## src/rtl/datapath_seq_ctrl.sv

```systemverilog
// datapath_seq_ctrl
//   Handshake sequencer for the 4-operand datapath that computes
//   result = (A+B)-(C+D) mod 32. It accepts 4-bit operand words over a
//   valid/ready handshake and steers them, in order, onto the datapath
//   capture strobes A, B, C and D. It then pulses en so the datapath
//   latches its result, and pulses done on the following cycle.
//   The block owns no data path. The operand bus goes straight from the
//   source to the datapath, and this block only generates the strobes.
//
//   Optional feature (compile-time macro CTRL_TIMEOUT_EN):
//     When defined, a partially collected frame that sees TIMEOUT_CYCLES
//     idle cycles is dropped, and err pulses for one cycle.
//     When undefined, there is no timer, err is tied low, and a partial
//     frame waits indefinitely.
module datapath_seq_ctrl #(
  parameter int TIMEOUT_CYCLES = 15,
  parameter int TMR_W          = 4
) (
  input  logic clock,
  input  logic rst,
  input  logic valid,
  input  logic flush,
  output logic ready,
  output logic A,
  output logic B,
  output logic C,
  output logic D,
  output logic en,
  output logic busy,
  output logic done,
  output logic err
);

  // Controller states.
  localparam logic [1:0] ST_COLLECT = 2'd0;
  localparam logic [1:0] ST_CALC    = 2'd1;
  localparam logic [1:0] ST_DONE    = 2'd2;

  localparam logic [1:0] LAST_SLOT  = 2'd3;

  logic [1:0] state_q, state_d;
  logic [1:0] idx_q,   idx_d;

  logic       accept;
  logic       timeout_hit;
  logic [3:0] slot_hit;

  // A word is taken only while collecting. A flush in the same cycle
  // kills the transfer, so no strobe reaches the datapath.
  assign accept = valid & ready & ~flush;

  // Per-slot strobe decode. Exactly one slot fires per accepted word,
  // chosen by the current slot index.
  for (genvar gi = 0; gi < 4; gi++) begin : g_slot
    assign slot_hit[gi] = accept & (idx_q == 2'(gi));
  end

  assign A = slot_hit[0];
  assign B = slot_hit[1];
  assign C = slot_hit[2];
  assign D = slot_hit[3];

  // Status outputs are decoded directly from the registered state.
  always_comb begin
    ready = (state_q == ST_COLLECT);
    en    = (state_q == ST_CALC);
    done  = (state_q == ST_DONE);
    busy  = (idx_q != 2'd0) || (state_q != ST_COLLECT);
  end

`ifdef CTRL_TIMEOUT_EN
  logic [TMR_W-1:0] timer_q, timer_d;

  // The timer only runs while a frame is partially collected. An accept
  // in the expiry cycle takes priority, and the word is kept.
  assign timeout_hit = (state_q == ST_COLLECT) && (idx_q != 2'd0) &&
                       !accept && !flush &&
                       (timer_q == TMR_W'(TIMEOUT_CYCLES));

  assign err = timeout_hit;

  // Idle-cycle counter for a partial frame. It clears on any accept,
  // on expiry, on flush, and whenever no frame is pending.
  always_comb begin
    timer_d = timer_q;
    if (flush) begin
      timer_d = '0;
    end else if ((state_q == ST_COLLECT) && (idx_q != 2'd0)) begin
      if (accept || timeout_hit) begin
        timer_d = '0;
      end else begin
        timer_d = timer_q + 1'b1;
      end
    end else begin
      timer_d = '0;
    end
  end

  // Timer register.
  always_ff @(posedge clock) begin
    if (rst) begin
      timer_q <= '0;
    end else begin
      timer_q <= timer_d;
    end
  end
`else
  assign timeout_hit = 1'b0;
  assign err         = 1'b0;
`endif

  // Next-state and slot-index logic. Flush overrides every other update.
  always_comb begin
    state_d = state_q;
    idx_d   = idx_q;
    case (state_q)
      ST_COLLECT: begin
        if (accept) begin
          if (idx_q == LAST_SLOT) begin
            idx_d   = 2'd0;
            state_d = ST_CALC;
          end else begin
            idx_d = idx_q + 2'd1;
          end
        end else if (timeout_hit) begin
          idx_d = 2'd0;
        end
      end
      ST_CALC: begin
        state_d = ST_DONE;
      end
      ST_DONE: begin
        state_d = ST_COLLECT;
      end
      default: begin
        state_d = ST_COLLECT;
        idx_d   = 2'd0;
      end
    endcase
    if (flush) begin
      state_d = ST_COLLECT;
      idx_d   = 2'd0;
    end
  end

  // State and index registers with synchronous reset.
  always_ff @(posedge clock) begin
    if (rst) begin
      state_q <= ST_COLLECT;
      idx_q   <= 2'd0;
    end else begin
      state_q <= state_d;
      idx_q   <= idx_d;
    end
  end

endmodule

```

## config.mk

```make
export PLATFORM = sky130hd
export DESIGN_NAME = datapath_seq_ctrl
export DESIGN_NICKNAME = d
export VERILOG_FILES = /design/src/rtl/datapath_seq_ctrl.sv
export SDC_FILE = /design/constraint.sdc
export NUM_CORES = 1
export LEC_CHECK = 0
export BUFFER_PORTS_ARGS = -buffer_cell sky130_fd_sc_hd__buf_2
export CAP_MARGIN = 20
export CORE_AREA = 2 2 39 41
export DETAILED_ROUTE_END_ITERATION = 8
export DIE_AREA = 0 0 41 43
export PLACE_DENSITY = 0.49
export SETUP_SLACK_MARGIN = 0.5
export SKIP_LAST_GASP = 1
export SLEW_MARGIN = 25
export SYNTH_ARGS = -nofsm -noshare
export SYNTH_HDL_FRONTEND = slang
export SYNTH_SLANG_ARGS = --single-unit
```

## constraint.sdc

```tcl
create_clock -name clock -period 1.5 [get_ports clock]
set_input_delay 0.225 -clock clock [delete_from_list [all_inputs] [get_ports clock]]
set_output_delay 0.225 -clock clock [all_outputs]
set_load 0.005 [all_outputs]
```

==> results of run 1 <==
[power by group through the flow]
stage          Combinational [mW]  Clock, mW  Sequential, mW
2_1_floorplan              0.0156          0           0.111
3_3_place_gp               0.0257          0           0.111
3_5_place_dp               0.0252          0           0.111
4_1_cts                    0.0260      0.147           0.107
5_1_grt                    0.0303      0.147           0.108
6_report                   0.0269      0.144           0.108
[synthesized netlist by cell type, drive strengths merged]
cell / count
o21ai: 2
ha: 7
and4bb: 1
o211ai: 1
nor2: 3
and4b: 1
nand2b: 1
inv: 5
nor3: 1
o31ai: 1
a21oi: 2
and3: 2
nand3: 2
and2b: 1
nand2: 4
dfxtp: 4
buf: 1
conb: 1
[state kept, by name, summed over array words and instances, names as in the netlist]
register / count
idx_q: 2
state_q: 2
[final timing paths]
kind | start | endpoint | slack (ps) | cells after the start
hold / removal | rst | state_q[0]$_SDFFE_PP0P_ | 160 | 2
setup / recovery | state_q[1]$_SDFFE_PP0P_ | D | 150 | 4
setup reg to reg | state_q[1]$_SDFFE_PP0P_ | state_q[1]$_SDFFE_PP0P_ | 220 | 6
hold reg to reg | idx_q[1]$_SDFFE_PP0P_ | idx_q[1]$_SDFFE_PP0P_ | 490 | 2
[repair_timing]
item,CTS,global route
resized for setup,17,4
pin swaps,5,2
buffers inserted,5,2
endpoints found under the setup margin,12,12
hold buffers,0,0
[cells by family (layout without fill, tap and decap cells)]
group / count (synthesis) / count (layout) / synth area share [%]
flip-flops: 4 / 4 / 24.3
AO/OA/AOI/OAI: 6 / 6 / 10.6
buffers and inverters: 6 / 26 / 7.99
other: 1 / 1 / 1.14
adder cells (fa/ha/maj): 7 / 7 / 26.6
AND/OR/NAND/NOR: 16 / 16 / 29.3
[routing by layer]
metal / GRT usage [%] / wire, um
met1: 10.6 / 350
met2: 18.4 / 496
met3: 4.19 / 40
met4: 8.67 / 25
met5: 0 / 0
[cell usage in the layout (no fill, tap or decap), types with 3 or more instances in the layout]
| cell | count |
|---|---|
| clkbuf_4 | 3 |
| ha_2 | 3 |
| buf_2 | 6 |
| buf_6 | 6 |
| buf_4 | 6 |
| inv_2 | 4 |
| ha_4 | 4 |
| nand2_1 | 4 |
| nor2_1 | 3 |
[worst max-delay path: stages, from the launching register on]
cell and delay, ps:
dfxtp_2 310, inv_2 70, ha_4 160, and4b_4 240
buf_6 90
[area by class of cell]
class,instances,area share (%)
Multi-Input combinational cell,30,49.1
Clock buffer,3,3.90
Inverter,5,3.25
Tap cell,16,3.46
Sequential cell,4,15.6
Timing Repair Buffer,18,24.7
[through the flow]
stage | std cells | setup WS, ps | cell area [sq um] | util [%]
after global routing | 76 | 123 | 578 | 41.8
after CTS | 74 | 163 | 537 | 38.8
final | 76 | 152 | 578 | 41.8
after floorplan | 40 | 415 | 345 | -
after detailed placement | 66 | 340 | 413 | 29.8
after global placement | 66 | 349 | 413 | 29.8
==> key figures, run 1 <==
Drt
  • Initial DRC Count: 5
  • TritonRoute pass-1 iters: 3
  • DR vias: 353
  • Number of remaining DRC errors: 0
  • Drt wl/cell: 12.0 um
  • Antenna viol nets, final: 0
  • Detailed-route vias per instance: 4.64
  • WL final: 913 um

Global route
  • Vias in the first global route: 343
  • Remaining global-route overflow: 0
  • Global Route Usage Sum: 11.3%
  • Largest net degree at the start of global routing: 7
  • Initial antenna violation count: 0
  • First-pass GRT wire length: 1330 um

Placement
  • Buffers on Ports: 11
  • HPWL Detailed: 538 um
  • Final Wtd Congestion: 0.666

Logic synthesis
  • Top post-synthesis cells by area: ha_1, dfxtp_1, inv_1
  • YS warnings: 0
  • Post-Syn Nets: 51
  • Synth cell types: 18
  • Mapped cell area: 329 sq um
  • Synth Register Bits: 4
  • Yosys top cell area share: 26.6%
  • Cells after synthesis: 40
  • Seq/Total Area, Yosys: 24.3%
  • Average cell area after synthesis: 8.23 sq um
  • Leading area contributor after synthesis: ha_1

Power
  • Power per cell area: 482 nW/um^2
  • Power consumption: 0.278 mW
  • Int Pwr: 0.208 mW
  • VDD IR max: 0.358 mV
  • Switching power: 0.0706 mW
  • Combinational power share: 9.7%
  • Switching share of total power: 25.4%
  • Clk pwr share: 51.7%
  • Flop pwr share: 38.6%
  • Leakage power: 0.254 nW

Timing
  • Fin. max-slew vios: 0
  • Tmin final: 1350 ps
  • RSZ-0062 raised after global routing: yes
  • Final period util: 89.9%
  • Hold Fails Final Rpt: 0
  • Max frequency: 0.742 GHz
  • Setup TNS: 0 ps
  • Final setup vio count: 0
  • Skew final: 3.28 ps
  • Fin Hold WS: 155 ps

Layout
  • Multi-input logic area: 284 sq um
  • Fill count: 137
  • Area occupied by registers: 90.1 sq um
  • Area growth syn-to-layout: 75.7%
  • Nets: 73
  • N_diodes: 0
  • Share of layout cells above drive strength 1: 65.0%

Clocking
  • Clock Pin Slew Worst Setup and Hold Paths: 40 ps
  • Clock Sinks: 4
  • TritonCTS clock tree: done
  • Clock Root Buffer: clkbuf_4
  • Max Buffers Root-to-Sink: 2
  • Worst skew pair latency: 240 ps
  • H-tree depth: 1
  • Num CTS Buffers: 3

Floorplanning
  • Die Footprint: 1760 sq um
  • Rows: 14
  • Die Y: 43 um
  • Chip Width: 41 um
  • Io pins: 13
  • Area of the core: 1380 sq um
  • Starting Density: 23.8%

Critical path
  • Critical Path RT: 1270 ps
  • Critical path type: reg -> out
  • Largest fanout on the critical path: 5
  • Arr. time, crit path: 1120 ps
  • Critical Path End Type: output pin
  • Startpoint Class: register

Run
  • Max-Cap Viols: 0

Outcome
  • Status: completed

Min path
  • Worst hold path class: in -> reg
Power figures use the tool's default switching activity.
==> run 2, diff against run 1 <==
--- a/config.mk
+++ b/config.mk
@@ -5,7 +5,7 @@
 export SDC_FILE = /design/constraint.sdc
 export NUM_CORES = 1
 export LEC_CHECK = 0
-export BUFFER_PORTS_ARGS = -buffer_cell sky130_fd_sc_hd__buf_2
+export BUFFER_PORTS_ARGS = -buffer_cell sky130_fd_sc_hd__buf_4
 export CAP_MARGIN = 20
 export CORE_AREA = 2 2 39 41
 export DETAILED_ROUTE_END_ITERATION = 8
==> run 2 against run 1 <==
  * Sequential share of layout area decreased by 1.7 points
  * First-iteration DRC count is 60% lower
  * Via count grew 1.4%
  * Count of clock-buffer cells in the layout did not move
  * Hold slack better by 1.1 ps
  * Fmax decreased by 1.9%
  * Clock power is essentially flat
  * Combinational power up 21%
  * Non-clock buffer count up 4
  * Global-route usage rose by 0.81 points
  * Final cell count grew 5.3%
  * Sequential power barely moved
  * Largest power group unchanged
  * Highest routed layer is now met3
==> key figures, run 2 (synthesized netlist as in run 1, its figures left out) <==
Drt
  • Wl on met1: 390 um (was 350 um)
  • Antenna viol nets, final: 0 (unchanged)
  • Detailed-route vias per instance: 4.48 (was 4.64)
  • WL final: 1020 um (was 913 um)
  • Initial DRC Count: 2 (was 5)
  • Highest routed metal layer: met3 (was met4)
  • Met3 WL: 25 um (was 40 um)
  • Drt wl/cell: 12.7 um (was 12.0 um)
  • Number of remaining DRC errors: 0 (unchanged)
  • WL met2: 600 um (was 496 um)
  • TritonRoute pass-1 iters: 3 (unchanged)
  • DR vias: 358 (was 353)

Outcome
  • Status: completed (unchanged)

Timing
  • Final setup vio count: 0 (unchanged)
  • Setup TNS: 0 ps (unchanged)
  • RSZ-0062 raised after global routing: yes (unchanged)
  • Max frequency: 0.728 GHz (was 0.742 GHz)
  • Skew final: 4.99 ps (was 3.28 ps)
  • Hold Fails Final Rpt: 0 (unchanged)
  • Fin. max-slew vios: 0 (unchanged)
  • Final period util: 91.6% (was 89.9%)
  • Tmin final: 1370 ps (was 1350 ps)

Power
  • Power per cell area: 438 nW/um^2 (was 482 nW/um^2)
  • Combinational power share: 11.5% (was 9.7%)
  • Switching power: 0.0717 mW (was 0.0706 mW)
  • Switching share of total power: 25.3% (was 25.4%)
  • VDD IR max: 0.360 mV (was 0.358 mV)
  • Int Pwr: 0.211 mW (was 0.208 mW)
  • Clk pwr share: 50.6% (was 51.7%)
  • Leakage power: 0.286 nW (was 0.254 nW)
  • Flop pwr share: 37.8% (was 38.6%)

Global route
  • First-pass GRT wire length: 1430 um (was 1330 um)
  • Initial antenna violation count: 0 (unchanged)
  • Global Route Usage Sum: 12.1% (was 11.3%)
  • Remaining global-route overflow: 0 (unchanged)
  • Vias in the first global route: 349 (was 343)
  • Largest net degree at the start of global routing: 8 (was 7)

Floorplanning
  • Io pins: 13 (unchanged)
  • Die Y: 43 um (unchanged)
  • Die Footprint: 1760 sq um (unchanged)
  • Starting Density: 23.8% (unchanged)
  • Chip Width: 41 um (unchanged)
  • Area of the core: 1380 sq um (unchanged)
  • Rows: 14 (unchanged)

Layout
  • Nets: 77 (was 73)
  • Share of layout cells above drive strength 1: 70.3% (was 65.0%)
  • N_diodes: 0 (unchanged)
  • Fill count: 131 (was 137)
  • Fin util: 46.7% (was 41.8%)
  • Area growth syn-to-layout: 96.6% (was 75.7%)
  • Commonest non-fill, non-tap cell in the layout: buf_4
  • Finished Layout Cells: 80 (was 76)
  • Most frequent cells in the layout: buf_4, buf_6, inv_2, nand2_1, ha_4 (was buf_2, buf_6, buf_4)
  • Largest regs: idx_q x2, state_q x2 (unchanged)
  • Area occupied by registers: 90.1 sq um (unchanged)
  • Final instance area: 647 sq um (was 578 sq um)
  • Multi-input logic area: 297 sq um (was 284 sq um)

Placement
  • Post-DP Area: 440 sq um (was 413 sq um)
  • Final Wtd Congestion: 0.641 (was 0.666)
  • Buffers on Ports: 11 (unchanged)
  • HPWL Detailed: 574 um (was 538 um)
  • Cells after DPL: 66 (unchanged)

Critical path
  • Critical Path End Type: output pin (unchanged)
  • Startpoint Class: register (unchanged)
  • Critical path type: reg -> out (unchanged)
  • Critical Path RT: 1270 ps (about the same)
  • Arr. time, crit path: 1150 ps (was 1120 ps)
  • Largest fanout on the critical path: 4 (was 5)
  • Worst reg-to-reg path cell count: 7 (was 6)

Clocking
  • TritonCTS clock tree: done (unchanged)
  • Max Buffers Root-to-Sink: 2 (unchanged)
  • Worst skew pair latency: 240 ps (about the same)
  • Post-CTS Hold Buffers: 0 (unchanged)
  • Num CTS Buffers: 3 (unchanged)
  • Clock Sinks: 4 (unchanged)
  • Clock Root Buffer: clkbuf_4 (unchanged)
  • Clock Pin Slew Worst Setup and Hold Paths: 40 ps (about the same)
  • H-tree depth: 1 (unchanged)

Min path
  • Worst hold path class: in -> reg (unchanged)
  • Hold Path Depth: 2 (unchanged)

Run
  • Max-Cap Viols: 0 (unchanged)
[run 2: critical path: stages (launching register included)]
cell	delay, ps
dfxtp_4	370
ha_2	180
and4b_4	260
buf_6	100
[run 2: metal layers]
layer  up-vias  global-route usage (%)
met5         -                       0
met4         0                    6.00
met3         0                    3.14
met2         6                    20.0
met1       171                    13.5
li1        181                       -
[run 2: power by group through the flow]
| stage | Clock [mW] | Sequential [mW] | Combinational [mW] |
|---|---|---|---|
| CTS | 0.149 | 0.109 | 0.0312 |
| detailed placement | 0 | 0.111 | 0.0300 |
| global route | 0.154 | 0.107 | 0.0365 |
| finish | 0.143 | 0.107 | 0.0326 |
| global placement | 0 | 0.111 | 0.0302 |
| floorplan | 0 | 0.111 | 0.0156 |
[run 2: layout make-up]
| type | count | share of cell area [%] |
|---|---|---|
| Multi-Input combinational cell | 30 | 45.8 |
| Timing Repair Buffer | 22 | 30.8 |
| Sequential cell | 4 | 13.9 |
| Clock buffer | 3 | 3.48 |
| Tap cell | 16 | 3.09 |
| Inverter | 5 | 2.90 |
[run 2: timing repair]
item / 4_1_cts / 5_1_grt
resized for setup: 18 / 9
endpoints found under the setup margin: 12 / 12
pin swaps: 4 / 6
setup buffers: 7 / 4
[run 2: final timing paths]
| check | end | startpoint | slack, ps |
|---|---|---|---|
| worst min register to register | idx_q[0]$_SDFFE_PP0P_ | idx_q[0]$_SDFFE_PP0P_ | 510 |
| worst max register to register | state_q[0]$_SDFFE_PP0P_ | idx_q[0]$_SDFFE_PP0P_ | 140 |
| worst max-delay path | D | idx_q[1]$_SDFFE_PP0P_ | 130 |
| worst min-delay path | state_q[0]$_SDFFE_PP0P_ | rst | 160 |
[run 2: through the flow]
step           power, mW  hold slack [ps]  setup WS (ps)
2_1_floorplan      0.127              294            415
3_5_place_dp       0.141              395            342
4_1_cts            0.289              137            148
6_report           0.283              156            126
3_3_place_gp       0.142              395            345
5_1_grt            0.298              160           80.3
